==> src/rtl/fsm_defs.sv <==
// Shared definitions for the initiator/responder handshake pair: state encodings
// and default timing parameters.
package fsm_defs;

    typedef enum logic [2:0] {
        IDLE      = 3'd0,
        REQ       = 3'd1,
        WAIT_DONE = 3'd2,
        COMPLETE  = 3'd3,
        ERROR     = 3'd4
    } init_state_t;

    typedef enum logic [2:0] {
        R_IDLE  = 3'd0,
        R_COUNT = 3'd1,
        R_DONE  = 3'd2
    } resp_state_t;

    localparam logic [23:0] DEF_DEBOUNCE_COUNT = 24'd120000;
    localparam logic [26:0] DEF_TIMEOUT_COUNT  = 27'd100000000;

endpackage

==> src/rtl/button_debouncer.sv <==
// Synchronizes an active-low button, debounces it and emits a one-clk press pulse
// on each accepted released-to-pressed transition.
module button_debouncer
    import fsm_defs::*;
#(
    parameter logic [23:0] DEBOUNCE_COUNT = DEF_DEBOUNCE_COUNT
) (
    input  logic clk,
    input  logic rst_n,
    input  logic btn,
    output logic press
);

    logic        sync1;
    logic        sync2;
    logic        level;
    logic [23:0] cnt;

    // Everything resets to the released level so a button held through reset
    // must be released and pressed again to register.
    always_ff @(posedge clk or negedge rst_n) begin
        if (!rst_n) begin
            sync1 <= 1'b1;
            sync2 <= 1'b1;
            level <= 1'b1;
            cnt   <= '0;
            press <= 1'b0;
        end else begin
            sync1 <= btn;
            sync2 <= sync1;
            press <= 1'b0;
            if (sync2 == level) begin
                cnt <= '0;
            end else if (cnt == DEBOUNCE_COUNT - 24'd1) begin
                level <= sync2;
                cnt   <= '0;
                press <= ~sync2;
            end else begin
                cnt <= cnt + 24'd1;
            end
        end
    end

endmodule

==> src/rtl/fsm_initiator.sv <==
// Run-request initiator: a debounced button press issues go to a responder,
// waits for its done level and counts completed runs, flagging a sticky timeout.
module fsm_initiator
    import fsm_defs::*;
#(
    parameter logic [23:0] DEBOUNCE_COUNT = DEF_DEBOUNCE_COUNT,
    parameter logic [26:0] TIMEOUT_COUNT  = DEF_TIMEOUT_COUNT
) (
    input  logic       clk,
    input  logic       rst_btn,
    input  logic       go_btn,
    input  logic [3:0] led_in,
    input  logic       done_sig,
    output logic       go,
    output logic       busy,
    output logic       done_pulse,
    output logic [3:0] run_count,
    output logic       err
);

    init_state_t state;
    init_state_t state_next;
    logic        press;
    logic [3:0]  led_s1;
    logic [3:0]  led_s2;
    logic        done_s1;
    logic        done_s2;
    logic        done_prev;
    logic        done_rise;
    logic        timeout_hit;
    logic [26:0] tcount;

    button_debouncer #(
        .DEBOUNCE_COUNT(DEBOUNCE_COUNT)
    ) u_debouncer (
        .clk  (clk),
        .rst_n(rst_btn),
        .btn  (go_btn),
        .press(press)
    );

    always_ff @(posedge clk or negedge rst_btn) begin
        if (!rst_btn) begin
            led_s1    <= '0;
            led_s2    <= '0;
            done_s1   <= 1'b0;
            done_s2   <= 1'b0;
            done_prev <= 1'b0;
        end else begin
            led_s1    <= led_in;
            led_s2    <= led_s1;
            done_s1   <= done_sig;
            done_s2   <= done_s1;
            done_prev <= done_s2;
        end
    end

    assign done_rise = done_s2 & ~done_prev;

    // The timeout fires on the clk where the counter reaches TIMEOUT_COUNT, so
    // ERROR is entered exactly TIMEOUT_COUNT clks after REQ entry.
    assign timeout_hit = (tcount + 27'd1) == TIMEOUT_COUNT;

    always_comb begin
        state_next = state;
        case (state)
            IDLE:      if (press) state_next = REQ;
            REQ: begin
                if (done_rise)           state_next = COMPLETE;
                else if (timeout_hit)    state_next = ERROR;
                else if (led_s2 != '0)   state_next = WAIT_DONE;
            end
            WAIT_DONE: begin
                if (done_rise)           state_next = COMPLETE;
                else if (timeout_hit)    state_next = ERROR;
            end
            COMPLETE:  state_next = IDLE;
            ERROR:     if (press) state_next = REQ;
            default:   state_next = IDLE;
        endcase
    end

    // Outputs are registered from the next state so they always match the state register.
    always_ff @(posedge clk or negedge rst_btn) begin
        if (!rst_btn) begin
            state      <= IDLE;
            go         <= 1'b0;
            busy       <= 1'b0;
            done_pulse <= 1'b0;
            run_count  <= '0;
            err        <= 1'b0;
            tcount     <= '0;
        end else begin
            state      <= state_next;
            go         <= (state_next == REQ);
            busy       <= (state_next == REQ) || (state_next == WAIT_DONE) ||
                          (state_next == COMPLETE);
            done_pulse <= (state_next == COMPLETE);
            err        <= (state_next == ERROR);
            if (state_next == COMPLETE)
                run_count <= run_count + 4'd1;
            if ((state_next == REQ) && (state != REQ))
                tcount <= '0;
            else if ((state == REQ) || (state == WAIT_DONE))
                tcount <= tcount + 27'd1;
        end
    end

endmodule

==> config.mk <==
export PLATFORM = sky130hd
export DESIGN_NAME = fsm_initiator
export DESIGN_NICKNAME = d
export VERILOG_FILES = /design/src/rtl/fsm_defs.sv /design/src/rtl/button_debouncer.sv /design/src/rtl/fsm_initiator.sv
export SDC_FILE = /design/constraint.sdc
export NUM_CORES = 1
export LEC_CHECK = 0
export ABC_AREA = 1
export CAP_MARGIN = 20
export CORE_ASPECT_RATIO = 1.75
export CORE_MARGIN = 2
export CORE_UTILIZATION = 52
export DETAILED_ROUTE_END_ITERATION = 12
export PLACE_DENSITY = 0.74
export SETUP_SLACK_MARGIN = 0.5
export SLEW_MARGIN = 5
export SYNTH_ARGS = -nofsm -noshare
export SYNTH_HDL_FRONTEND = slang
export SYNTH_HIERARCHICAL = 1
export SYNTH_SLANG_ARGS = --single-unit
==> constraint.sdc <==
create_clock -name clk -period 2.55 [get_ports clk]
set_input_delay 0.255 -clock clk [delete_from_list [all_inputs] [get_ports clk]]
set_output_delay 0.255 -clock clk [all_outputs]
set_load 0.01 [all_outputs]
* Word-level counts from Yosys, hierarchy flattened
Index checks and enable logic that the tools add are counted.
** Storage, ports and cells
- Output and inout bits :: 8
- Bits of input ports :: 8
- Register bits :: 77
- Logic and storage cells :: 57
** Operators by class
- Reductions and logical operators :: 9
- Eq/ne operators :: 11
- $add $sub $neg :: 3
- Muxes and demuxes :: 13
- Bitwise gates (word level) :: 4
** Operator list (count)
- 27-bit 2-to-1 mux :: 2
- 24-bit 2-to-1 mux :: 2
- 27-bit by 1-bit adder with 27-bit output, second input constant :: 1
- 27-bit == test, second input constant :: 1
- 24-bit by 1-bit adder with 24-bit output, second input constant :: 1
- 24-bit by 17-bit == test with 1-bit output, second input constant :: 1
- 3-bit 2-to-1 mux :: 6
- 3-bit by 2-bit == test with 1-bit output, second input constant :: 3
- 3-bit one-hot mux with 3 select lines :: 1
- 3-bit by 1-bit == test with 1-bit output, second input constant :: 2
- 3-bit == test, second input constant :: 2
- 4-bit by 1-bit adder with 4-bit output, second input constant :: 1
- 4-bit nonzero test :: 1
- 3-bit logical NOT :: 1
- 1-bit logical OR :: 3
- 3-bit by 1-bit != test with 1-bit output, second input constant :: 1
- 1-bit inverter :: 3
- 1-bit 2-to-1 mux :: 2
- 2-bit AND reduction :: 1
- 2-bit nonzero test :: 1
- 2-bit OR reduction :: 1
- 1-bit bitwise AND :: 1
- 1-bit == test :: 1
- 1-bit logical AND :: 1

* Logic depth before layout (Yosys ltp)
Gate-level depths: netlist of the first run.
- Depth after elaboration :: 8
- Depth in mapped cells :: 15

* By module
Netlist of the first run, hierarchy kept.
** By module, submodules not included
- fsm_initiator :: seq. area each 1226.2 sq um, area each 2581.2 sq um, cells an instance 342, instances 1
- button_debouncer :: seq. area each 704.4 sq um, area each 1662.8 sq um, cells an instance 228, instances 1

* Worst setup path after synthesis of the first run
Ideal clock, no wire load.
- Kind :: register to register
- Start point :: register tcount[0]
- End point :: register busy
- Clock period less this slack :: 1843 ps
- Data arrival time :: 1720 ps
- Path buffers :: 0
- Data required time :: 2427 ps
- Library setup time :: 123 ps
- Cell stages (with the launch flop) :: 15
- Slack :: 707 ps
- Path through :: dfrtp_1 ha_1 nand2_2 nor2_8 nand2_4 nor2_4 nand2_1 nand2_1 nand2_1 nor2_1 nand2_1 nor2_2 nand3_2 a21oi_2 nand2_1
** Between the ends
- Cells in the longest elaborated chain, start to end :: 8
- Elaborated cells on any way between the ends :: 12
** Ends and longest elaborated chain
- from (decl) :: line fsm_initiator.sv:31 : logic [26:0] tcount;
- from (signal assigned) :: line fsm_initiator.sv:105 : tcount <= tcount + 27'd1;
- 27-bit by 1-bit adder with 27-bit output * :: line fsm_initiator.sv:62 : assign timeout_hit = (tcount + 27'd1) == TIMEOUT_COUNT;
- 27-bit == test * :: line fsm_initiator.sv:62
- 3-bit 2-to-1 mux, on equally long branches :: line fsm_initiator.sv:75, fsm_initiator.sv:70
- 3-bit 2-to-1 mux, on equally long branches :: line fsm_initiator.sv:74, fsm_initiator.sv:69
- 3-bit one-hot mux with 3 select lines * :: line fsm_initiator.sv:66 : case (state)
- 3-bit by 1-bit == test with 1-bit output / 3-bit by 2-bit == test with 1-bit output (equally long branches) :: line fsm_initiator.sv:96 : busy <= (state_next == REQ) || (state_next == WAIT_DONE) ||
- 1-bit logical OR :: line fsm_initiator.sv:96
- 1-bit logical OR * :: line fsm_initiator.sv:96
- to (signal assigned) :: line fsm_initiator.sv:96
- to (decl) :: line fsm_initiator.sv:15 : output logic busy,
Mark *: on every way between the ends. The rest lies on a longest branch, timed or not.
A chain may end at the register's enable or synchronous reset.

* Final worst setup path of the first run
Same ends and word-level chain as after synthesis.

==> results of run 1 <==
[power by group through the flow]
stage	logic (µW)	registers, µW	clock network, µW
6_report	54.1	1240	1390
5_1_grt	63.2	1250	1450
4_1_cts	56.9	1250	1410
3_5_place_dp	56.8	1270	0
3_3_place_gp	56.2	1270	0
2_1_floorplan	17.2	1270	0
[cell type report]
type / instances / area, µm² / share of cell area
Multi-Input combinational cell: 416 / 2130 / 0.424
Sequential cell: 77 / 1930 / 0.384
Inverter: 72 / 270 / 0.0537
Clock buffer: 12 / 256 / 0.0510
Timing Repair Buffer: 29 / 256 / 0.0510
Tap cell: 90 / 113 / 0.0224
Clock inverter: 4 / 70.1 / 0.0139
[cells in the mapped netlist (4+ instances only)]
cell      instances  share of area
o22ai_1          15          0.022
xnor2_1           6          0.012
nand2_1         170           0.15
nand3_1          33          0.039
nor3_1            8         0.0094
inv_1            72          0.064
xor2_1           13          0.027
nor2_2            6         0.0088
o21bai_1          5         0.0088
dfrtp_1          74           0.44
nor2_1          100          0.088
nor2_4            8          0.021
o21ai_0          14          0.017
nand4_1           8          0.012
nand2_2           9          0.013
clkbuf_1          4         0.0035
[what timing repair did]
action,4_1_cts,5_1_grt
gates resized for setup,6,31
pin swaps,3,14
setup buffers,3,7
setup endpoints to repair,3,6
cloned,0,0
[layer usage]
metal | routed length [µm] | share of wire | up-vias
li1 | - | - | 1862
met3 | 349 | 0.035 | 44
met5 | 0 | 0 | -
met4 | 622 | 0.063 | 0
met1 | 3580 | 0.36 | 1717
met2 | 5380 | 0.54 | 104
[cell families after synthesis]
family | Yosys count
buffers and inverters | 77
AND/OR/NAND/NOR | 353
flip-flops | 77
adder cells (fa/ha/maj) | 3
AO/OA/AOI/OAI | 41
XOR/XNOR | 19
[worst paths after layout]
kind	from	to	slack (ps)	cells after the start
max in group asynchronous	rst_btn	tcount[17]	1800	1
hold reg to reg	led_s1[1]	led_s2[1]	340	0
min in group clk	go_btn	u_debouncer/sync1	330	1
setup reg to reg	tcount[0]	busy	510	14
setup / recovery	tcount[0]	busy	510	14
hold / removal	rst_btn	tcount[12]	70	1
[worst max-delay path, cell delays in order (launching register included)]
cell and delay, ps:
dfrtp_1 410, ha_4 180, nand2_4 70, nor2_8 190, nand2_4 80, nor2_4 140
nand2_1 70, nand2_1 80, nand2_1 50, nor2_1 90, nand2_1 90, nor2_2 100
nand3_2 120, a21oi_2 190, nand2_1 60
[registers in the layout, indices dropped and copies added, names as in the netlist, 3 cells and up]
register / count
run_count: 4
led_s2: 4
u_debouncer/cnt: 24
led_s1: 4
state: 3
tcount: 27
[stage by stage]
step	area, µm²	hold slack, ps	cells	util	worst slack, ps
after floorplan	4240	-40.6	570	-	707
after global placement	4510	332	674	0.571	503
after detailed placement	4510	335	674	0.571	462
after CTS	4880	116	693	0.617	500
after global routing	5030	166	700	0.636	353
final	5030	73.8	700	0.636	506
==> run_results.csv, run 1 <==
group,metric,value,unit
outcome,outcome,"finished, final reports clean",
pwr,power.switching,525,µW
logic_synthesis,synth_top_family_by_area,"simple AND/OR/NAND/NOR gates",
clock_tree,numCtsBuffers,9,
route,final_antenna_net_count,0,
pwr,power,2690,µW
place,dp_hpwl,7.17,mm
run,cap_violations,0,
critical_path,cp-end-kind,"register",
min_path,hp-class,"input pin to async pin",
floorplanning,core_region_area,7910,µm²
critical_path,cp_max_fo,7,
critical_path,worstPathRequired,2770,ps
logic_synthesis,synth_xor_area_frac,0.0392,
layout,fillers,673,
timing,fmax,489,MHz
timing,post-route-min-period,2040,ps
grt,grt_max_degree,78,
floorplanning,dieArea,8930,µm²
layout,nets,616,
timing,min_period_over_period,0.802,
logic_synthesis,synth_cell_types,31,
route,vias,3727,
route,routed_wl,9.93,mm
timing,slew_headroom,0.365,
timing,rsz0062_at_grt,"yes",
logic_synthesis,synthArstFlopShare,1.00,
pwr,p_int,2160,µW
clock_tree,cts-htree-levels,3,
pwr,comb_power_share,0.020,
pwr,ir_drop,443,µV
grt,antenna_found_initial,0,
grt,grt_pass1_wl,16.6,mm
floorplanning,fp.dieW,72.3,µm
grt,met3_usage,0.0391,
logic_synthesis,synth_compound_area_frac,0.0587,
grt,met1_usage,0.241,
clock_tree,clockBufferDepth,2,
grt,busiest_layer,"met2",
pwr,p_per_area,534,nW/µm²
route,dr.first_iter.drc_count,258,
clock_tree,clk_latency,340,ps
layout,syn2layout_area_growth,18.6,%
logic_synthesis,syn_area,4240,µm²
route,drc,0,
logic_synthesis,synth_edf_count,0,
timing,tightest_slew,953,ps
floorplanning,die_h,124,µm
logic_synthesis,synth_ff_type,"dfrtp_1",
timing,final-setup-viol-count,0,
pwr,leakagePower,0.00229,µW
pwr,p_clk_frac,0.516,
pwr,seqPwrFrac,0.464,
clock_tree,clk_pin_slew,60,ps
layout,layout-drive-gt1-share,0.151,
grt,met2_usage,0.446,
clock_tree,cts_tree,"done",
logic_synthesis,postSynthCellCount,570,
logic_synthesis,yosys_warnings,6,
critical_path,crit_path_start_kind,"register",
clock_tree,cts_root_buf,"clkbuf_16",
layout,mostFrequentLayoutCells,"nand2_1, nor2_1, dfrtp_1",
pwr,swShare,0.195,
grt,grt_pass1_vias,3808,
logic_synthesis,synth-simple-area-share,0.370,
timing,setup_tns,0,ps
critical_path,cp.arrival,2260,ps
grt,globalRouteTotalUtil,0.243,
route,wl_per_cell,14.2,µm
floorplanning,rows,43,
floorplanning,initial_core_util,0.537,
floorplanning,pin_count,16,
timing,hold_viol,0,
logic_synthesis,synth_nets,581,
timing,drv_slew,0,
place,port-buffer-count,15,
logic_synthesis,syn_area_per_cell,7.45,µm²
place,routabilityCongestion,0.919,
logic_synthesis,synth_fa_ha_area_frac,0.00884,
logic_synthesis,yosysSeqAreaShare,0.455,
timing,fin_skew,8.69,ps
logic_synthesis,ys_seq_elements,77,
layout,final_common_cell,"nand2_1",
clock_tree,cts_hold_buf,0,
route,viasPerCell,5.32,
critical_path,critical_path_class,"register to register",
grt,overflow,0,
route,dr.pass1.iters,5,
clock_tree,clock-sinks,77,
logic_synthesis,synth.area.mux_share,0,
layout,antenna-diode-count,0,
Power figures use the tool's default switching activity.
==> run 2: changes to the inputs <==
- PLACE_DENSITY: 0.74 -> 0.76
- clock period: 2.55 -> 1.8 ns (I/O delays scaled with it)
==> run 2 against run 1 <==
Against the previous run:
- the run now ends with negative setup slack left
- design area rose by 24%
- sequential share of layout area is 7.3 points lower
- final cell count increased by 12%
- setup slack got worse by 790 ps
- clock skew grew 4.3 ps
- hold slack improved by 170 ps
==> run_results.csv, run 2 (synthesis gave the netlist of run 1 again) <==
group,metric,value,unit
clock_tree,clock-sinks,77,
grt,antenna_found_initial,0,
layout,final-instance-count-excl-fill,782,
timing,fin_skew,13.0,ps
route,vias,4425,
timing,fmax,480,MHz
grt,met3_usage,0.0367,
pwr,power,3620,µW
timing,slew_headroom,0.721,
clock_tree,clk_latency,340,ps
floorplanning,dieArea,8930,µm²
layout,finish.instance_area,6220,µm²
grt,grt_max_degree,78,
pwr,p_per_area,581,nW/µm²
route,dr.pass1.iters,5,
clock_tree,clk_pin_slew,70,ps
timing,whs,249,ps
route,routed_wl,13.2,mm
floorplanning,core_region_area,7910,µm²
layout,regArea,1940,µm²
min_path,hp-class,"input pin to register",
timing,hold_viol,0,
layout,largest-register,"tcount",
critical_path,critPathMostFrequentCell,"nand2_1",
timing,tightest_slew,418,ps
critical_path,slowest_stage,"dfrtp_1",
clock_tree,numCtsBuffers,9,
critical_path,worstPathRequired,2030,ps
timing,final-setup-viol-count,6,
floorplanning,pin_count,16,
outcome,violations,"negative setup slack",
critical_path,path_cells,"buf_4 -> clkinvlp_4 -> nor2_8 -> nand2_4 -> nand2_2 -> nand2_2 -> nor2_1 -> nand2_1 -> nor2_1 -> nand2_1 -> nor2_2 -> nand3_4 -> a21oi_4 -> nand2_1",
critical_path,critical_path_class,"register to register",
layout,final_common_cell,"nand2_1",
layout,syn2layout_area_growth,46.7,%
place,routabilityCongestion,0.863,
place,dp_slack,-258,ps
route,wl_per_cell,16.9,µm
floorplanning,initial_core_util,0.537,
critical_path,crit_path_start_kind,"register",
floorplanning,die_h,124,µm
clock_tree,clockBufferDepth,2,
route,drc,0,
route,final_antenna_net_count,0,
timing,post-route-min-period,2080,ps
critical_path,crit_path_start,"tcount[3]",
run,cap_violations,0,
place,port-buffer-count,15,
route,viasPerCell,5.66,
critical_path,cp_max_fo,6,
grt,busiest_layer,"met2",
grt,globalRouteTotalUtil,0.279,
place,dp_hpwl,7.69,mm
layout,antenna-diode-count,0,
min_path,min_from,"go_btn",
floorplanning,rows,43,
layout,mostFrequentLayoutCells,"nand2_1, buf_4, dfrtp_1",
layout,layout-drive-gt1-share,0.403,
grt,overflow,0,
grt,grt_pass1_wl,19.1,mm
place,place_area,4890,µm²
grt,grt_pass1_vias,4296,
pwr,leakagePower,0.00292,µW
outcome,outcome,"finished, violations left",
layout,reg.largest.list,"tcount: 27 flops, u_debouncer/cnt: 24 flops",
clock_tree,cts_tree,"done",
layout,largest_register_ff_count,27,
layout,multi_input_area,2640,µm²
grt,met2_usage,0.526,
clock_tree,cts_root_buf,"clkbuf_16",
timing,min_period_over_period,1.16,
critical_path,r2r_start,"tcount[3]",
critical_path,cp-end-kind,"register",
timing,drv_slew,0,
place,dpl.cell_count,716,
critical_path,cp.arrival,2320,ps
pwr,ir_drop,571,µV
timing,rsz0062_at_grt,"yes",
clock_tree,cts-htree-levels,3,
floorplanning,fp.dieW,72.3,µm
critical_path,cp_slowest_stage_delay,370,ps
layout,nets,698,
grt,met1_usage,0.276,
timing,worst_slack,-285,ps
route,dr.first_iter.drc_count,314,
layout,fillers,485,
run 2: cell types whose count changed in the layout (fill, tap and decap cells not counted), moves of 9 or more:
cell	delta
nand2_1	-35
buf_4	+59
nand2_2	+25
nor2_1	-29
nand2_4	+9
nor2_2	+9
buf_6	+18
inv_1	-11
nor2_4	+20
o21ai_0	-12
run 2: worst max-delay path, delay by kind of cell (launching register included):
family	cells	cell delay [ps]
compound gates	1	190
buf+inv	2	280
flops	1	370
simple gates	11	1130
run 2: area by class of cell:
type / instances / share of cell area
clock inverters: 7 / 0.00925
inverters: 72 / 0.0472
well taps: 90 / 0.0181
flip-flops and latches: 77 / 0.311
clock buffers: 9 / 0.0362
multi-input cells: 417 / 0.424
repair buffers: 110 / 0.154
run 2: layer usage:
metal,vias up,part of all wire
met3,70,0.036
met1,2174,0.34
met2,152,0.57
met5,-,0
met4,0,0.056
li1,2029,-
run 2: repair_timing:
item,CTS,global route
hold endpoints to repair,74,0
setup endpoints to repair,63,64
gates cloned,1,0
pin swaps,28,59
setup buffers,20,28
hold buffers,1,0
resized for setup,96,119
run 2: final timing paths:
check | end | slack (ps) | cells past startpoint
worst max register to register | busy | -280 | 14
worst min-delay path | u_debouncer/sync1 | 250 | 1
worst min register to register | led_s2[1] | 340 | 0
worst max-delay path | busy | -280 | 14
max in group asynchronous | u_debouncer/level | 1030 | 3
min in group asynchronous | tcount[11] | 390 | 3
run 2: metrics by stage:
stage,TNS (ps),utilization
6_report,-1490,0.787
5_1_grt,-2690,0.787
4_1_cts,-1040,0.712
3_5_place_dp,-1370,0.618
3_3_place_gp,-1000,0.618
2_1_floorplan,-34.3,-
run 2: power breakdown:
part	switching, µW	total [µW]	internal [µW]	leakage (µW)
Clock	785	1730	948	0.000129
Combinational	74.6	120	45.7	0.00177
Sequential	11.7	1760	1750	0.00103
==> RTL change 1: new RTL, settings of run 2 <==
Re-encode `init_state_t` (5 states) as one-hot, 5 bits wide.
--- a/src/rtl/fsm_defs.sv
+++ b/src/rtl/fsm_defs.sv
@@ -2,12 +2,12 @@
 // and default timing parameters.
 package fsm_defs;
 
-    typedef enum logic [2:0] {
-        IDLE      = 3'd0,
-        REQ       = 3'd1,
-        WAIT_DONE = 3'd2,
-        COMPLETE  = 3'd3,
-        ERROR     = 3'd4
+    typedef enum logic [4:0] {
+        IDLE      = 5'b00001,
+        REQ       = 5'b00010,
+        WAIT_DONE = 5'b00100,
+        COMPLETE  = 5'b01000,
+        ERROR     = 5'b10000
     } init_state_t;
 
     typedef enum logic [2:0] {
Check against the original RTL: same outputs for any inputs over 10 cycles, from zero or initial values and one cycle with rst_btn low; not proved beyond that.
==> RTL change 1 against run 2 <==
The run still ends with setup timing left; synthesized cell count is 3.5% higher; sequential cell count is 2 higher; first-iteration DRC count is 110% higher; critical path depth is 2 higher; clock skew is 0.0064 ns higher; power is 6.4% higher; worst setup slack worse by 0.37 ns; cell area is 9.6% higher; routed wire length is 42% higher; synthesized area is 3.2% higher; utilization is 3.9 points higher; critical path type unchanged.
==> RTL change 1: results (changes against run 2) <==
| Metric | Value |
|---|---|
| CP max FO | 3 (was 6) |
| Tightest Pin Transition | 0.4310 ns (was 0.4181 ns) |
| Failing checks | setup timing (unchanged) |
| Pin count of the biggest net entering global routing | 51 (was 78) |
| Avg WL per Cell | 22.79 um (was 16.94 um) |
| Antenna violations before repair | 0 (unchanged) |
| Slowest stage cell, crit path | dfrtp_1 (unchanged) |
| GPL Wtd Cong | 0.9284 (was 0.8628) |
| Top flop regs | tcount x27, u_debouncer/cnt x24, state x5 (was tcount x27, u_debouncer/cnt x24) |
| Final WS setup | -0.6566 ns (was -0.2847 ns) |
| Port-buffer cells | 15 (unchanged) |
| Placed cells | 743 (was 716) |
| Hpwl dp | 7.911 mm (was 7.690 mm) |
| Clk_skew | 0.01939 ns (was 0.01301 ns) |
| Cells after Synth | 590 (was 570) |
| H-tree Lvls | 3 (unchanged) |
| Final nets | 739 (was 698) |
| Antenna Cells | 0 (unchanged) |
| GRT Total Usage | 32.37% (was 27.85%) |
| Total gr overflow | 0 (unchanged) |
| Cell variety after synth | 29 (was 31) |
| Number of global-route vias before repair | 4718 (was 4296) |
| Status | complete, but fails checks (unchanged) |
| Minimum setup slack after placement | -0.2663 ns (was -0.2577 ns) |
| Fin Setup TNS | -4.190 ns (was -1.495 ns) |
| Sequential area share after synthesis | 45.26% (was 45.49%) |
| Worst-skew pair later-pin latency | 0.36 ns (was 0.34 ns) |
| First-pass GRT wire length | 22.57 mm (was 19.07 mm) |
| Synth area leaders | dfrtp_1, nand2_1, nor2_1, inv_1, nand3_1 (unchanged) |
| Top delay family on crit path | simple AND/OR/NAND/NOR gates (unchanged) |
| TritonCTS Buffers | 9 (unchanged) |
| Routed vias/inst | 6.291 (was 5.659) |
| Placed inst area | 0.005061 sq mm (was 0.004886 sq mm) |
| Worst path max stage delay | 0.48 ns (was 0.37 ns) |
| DRC errors left | 0 (unchanged) |
| Endpoints failing setup | 16 (was 6) |
| Hold crit path type | primary input to flip-flop (unchanged) |
| CTS Buffer Depth | 2 (unchanged) |
| Synth top cells by count | nand2_1, nor2_1, dfrtp_1, inv_1, nand3_1 (unchanged) |
| Vias after detailed routing | 5190 (was 4425) |
| Root buf cell | clkbuf_16 (unchanged) |
| Synth Net Count | 601 (was 581) |
| Share of layout cells above drive strength 1 | 40.79% (was 40.32%) |
| YS warnings | 6 (unchanged) |
| Pleak | 3.111 nW (was 2.924 nW) |
| DRT Pass-1 Iters | 7 (was 5) |
| Detailed Route Iter0 Violations | 655 (was 314) |
| Peak supply drop | 0.5786 mV (was 0.5715 mV) |
| Clk slew on worst S/H paths | 0.07 ns (about the same) |
| Post-synth ARST share | 100.0% (unchanged) |
| CP Data Arrival Time | 2.68 ns (was 2.32 ns) |
RTL change 1: cells by family after synthesis:
logic type	after synthesis	share of synthesized area (%)
and+or+nand+nor	369	37.77
xor gates and xnor gates	17	3.400
AOI/OAI and AO/OA	43	5.686
muxes	1	0.2571
DFF	79	45.26
buffers and inverters	78	6.771
adders and majority gates	3	0.8572
RTL change 1: cell type report:
| type | count | area [sq um] |
|---|---|---|
| inverter | 73 | 289.0 |
| clock buffer | 11 | 232.7 |
| timing repair buffer | 131 | 1314 |
| sequential | 79 | 1992 |
| fill | 413 | 1435 |
| tap | 92 | 115.1 |
| clock inverter | 5 | 58.81 |
| multi-input combinational | 434 | 2821 |
RTL change 1: where the power goes:
part           leakage [nW]  internal (mW)  switching, mW
sequential             1.05           1.80         0.0134
combinational          1.93         0.0500         0.0857
clock                 0.136           1.08          0.825
RTL change 1: worst paths after layout:
check | startpoint | slack [ns] | to | cells after the start
worst max register to register | tcount[0] | -0.66 | busy | 16
worst max-delay path | tcount[0] | -0.66 | busy | 16
worst min-delay path | go_btn | 0.24 | u_debouncer/sync1 | 1
min in group asynchronous | rst_btn | 0.29 | tcount[15] | 2
worst min register to register | led_s1[3] | 0.34 | led_s2[3] | 0
max in group asynchronous | rst_btn | 0.83 | u_debouncer/sync1 | 3
RTL change 1: timing repair:
item                                    in CTS  in global routing
hold endpoints to repair                    29                  0
resized for setup                          111                124
cloned                                       5                  1
setup buffers                               22                 37
pin swaps                                   24                 63
hold buffers                                 1                  0
endpoints found under the setup margin      67                 66
RTL change 1: per-layer routing:
layer	track usage, %	wire (um)	vias to the layer above
li1	-	-	2130
met1	33.03	5833	2442
met2	55.54	9115	432
met3	8.622	1958	186
met4	21.71	1892	0
met5	0	0	-
==> RTL change 2: new RTL, config.mk and constraints of run 2 <==
Without the edit above. Change the package constant `DEF_DEBOUNCE_COUNT` from 24'd120000 to 24'd90000.
--- a/src/rtl/fsm_defs.sv
+++ b/src/rtl/fsm_defs.sv
@@ -16,7 +16,7 @@
         R_DONE  = 3'd2
     } resp_state_t;
 
-    localparam logic [23:0] DEF_DEBOUNCE_COUNT = 24'd120000;
+    localparam logic [23:0] DEF_DEBOUNCE_COUNT = 24'd90000;
     localparam logic [26:0] DEF_TIMEOUT_COUNT  = 27'd100000000;
 
 endpackage
Formal check against the unedited RTL: same outputs for any inputs over 10 cycles, from zero or initial values and one cycle with rst_btn low; that may be too few to reach the edited logic, so the function may still have changed.
==> RTL change 2 against run 2 <==
The run still ends with setup timing left; cell area increased by 3.3%; highest routed layer unchanged; routed wire length increased by 20%; largest power group is now the clock network; critical path depth decreased by 1; power increased by 7.1%; synthesized area decreased by 0.91%; sequential cell count unchanged; worst setup slack got worse by 0.12 ns; via count increased by 6.8%.
==> RTL change 2: results (changes against run 2) <==
| Metric | Value |
|---|---|
| Share of layout cells above drive strength 1 | 43.88% (was 40.32%) |
| Complex-gate fraction of the synthesized area | 5.683% (was 5.867%) |
| DR WL met3 | 831 um (was 472 um) |
| Final nets | 701 (was 698) |
| Non-filler cells, final | 785 (was 782) |
| Non-clk bufs | 120 (was 110) |
| Detailed Route Iter0 Violations | 436 (was 314) |
| Syn avg cell area | 7.456 sq um (was 7.446 sq um) |
| Pin count of the biggest net entering global routing | 33 (was 78) |
| Fin area | 0.006431 sq mm (was 0.006225 sq mm) |
| Worst R2R Start | tcount[5] (was tcount[3]) |
| Non-clk invs | 67 (was 72) |
| Final WS setup | -0.4036 ns (was -0.2847 ns) |
| Combinational power share | 4.0% (was 3.3%) |
| Crit path from | tcount[5] (was tcount[3]) |
| CTS Buffer Depth | 2 (unchanged) |
| Slew HR | 76.88% (was 72.13%) |
| DRT Pass-1 Iters | 7 (was 5) |
| Endpoints failing setup | 8 (was 6) |
| GRT met1 Usage | 29.01% (was 27.64%) |
| Multi-In Gates | 415 (was 417) |
| Final non-clock buffer share | 16.54% (was 15.38%) |
| Number of global-route vias before repair | 4584 (was 4296) |
| Failing checks | setup timing (unchanged) |
| Layout clock area frac | 4.844% (was 4.543%) |
| Clk network pwr share | 50.4% (was 47.9%) |
| Fraction of area in registers | 30.18% (was 31.14%) |
| Cell variety after synth | 33 (was 31) |
| GRT Total Usage | 31.63% (was 27.85%) |
| M1 WL | 5.106 mm (was 4.486 mm) |
| Synth top cells by count | nand2_1, nor2_1, dfrtp_1, inv_1, nand3_1 (unchanged) |
| Status | complete, but fails checks (unchanged) |
| Placed cells | 710 (was 716) |
| Clk power | 1.95 mW (was 1.73 mW) |
| Placed inst area | 0.004841 sq mm (was 0.004886 sq mm) |
| Clk_skew | 0.01250 ns (was 0.01301 ns) |
| Hpwl dp | 8.096 mm (was 7.690 mm) |
| Area growth from synthesis to layout | 52.93% (was 46.67%) |
| Port-buffer cells | 15 (unchanged) |
| Post-Synth Adder-Cell Area | 0.8926% (was 0.8844%) |
| Met3 Resource Use GR | 6.601% (was 3.667%) |
| Fraction of area in multi-input gates | 42.55% (was 42.41%) |
| Worst path max stage delay | 0.42 ns (was 0.37 ns) |
| Sequential area share after synthesis | 45.91% (was 45.49%) |
| Pleak | 2.937 nW (was 2.924 nW) |
| Post-Synth XOR/XNOR Area | 4.165% (was 3.921%) |
| GPL Wtd Cong | 0.9232 (was 0.8628) |
| WL met2 | 8.626 mm (was 7.551 mm) |
| Synth area leaders | dfrtp_1, nand2_1, nor2_1, inv_1, nand3_1 (unchanged) |
| Synth Net Count | 575 (was 581) |
| Seq cells post-synth | 77 (unchanged) |
| Net switching power | 0.9478 mW (was 0.8717 mW) |
| Avg WL per Cell | 20.28 um (was 16.94 um) |
| Vias after detailed routing | 4726 (was 4425) |
| First-pass GRT wire length | 20.91 mm (was 19.07 mm) |
==> RTL change 2: cell types whose count changed in the layout (fill, tap and decap cells not counted), moves of 4 or more <==
| cell | delta |
|---|---|
| nand3_2 | +7 |
| nor2_1 | -4 |
| nand2_1 | -4 |
| buf_4 | +6 |
| nand3_1 | -5 |
| inv_1 | -4 |
==> RTL change 2: how the worst min path moves through the flow <==
stage,end,slack [ns],cells after the start
finish,u_debouncer/sync1,0.25,1
global route,u_debouncer/sync1,0.24,1
CTS,u_debouncer/sync1,0.25,1
detailed placement,tcount[24],0.11,1
global placement,tcount[24],0.10,1
floorplan,busy,-0.12,0
==> RTL change 2: timing repair <==
item	4_1_cts	5_1_grt
buffers inserted	33	23
gates resized for setup	117	128
endpoints found under the setup margin	71	62
hold buffers	1	0
pin swaps	61	56
cloned	2	0
endpoints found under the hold margin	22	0
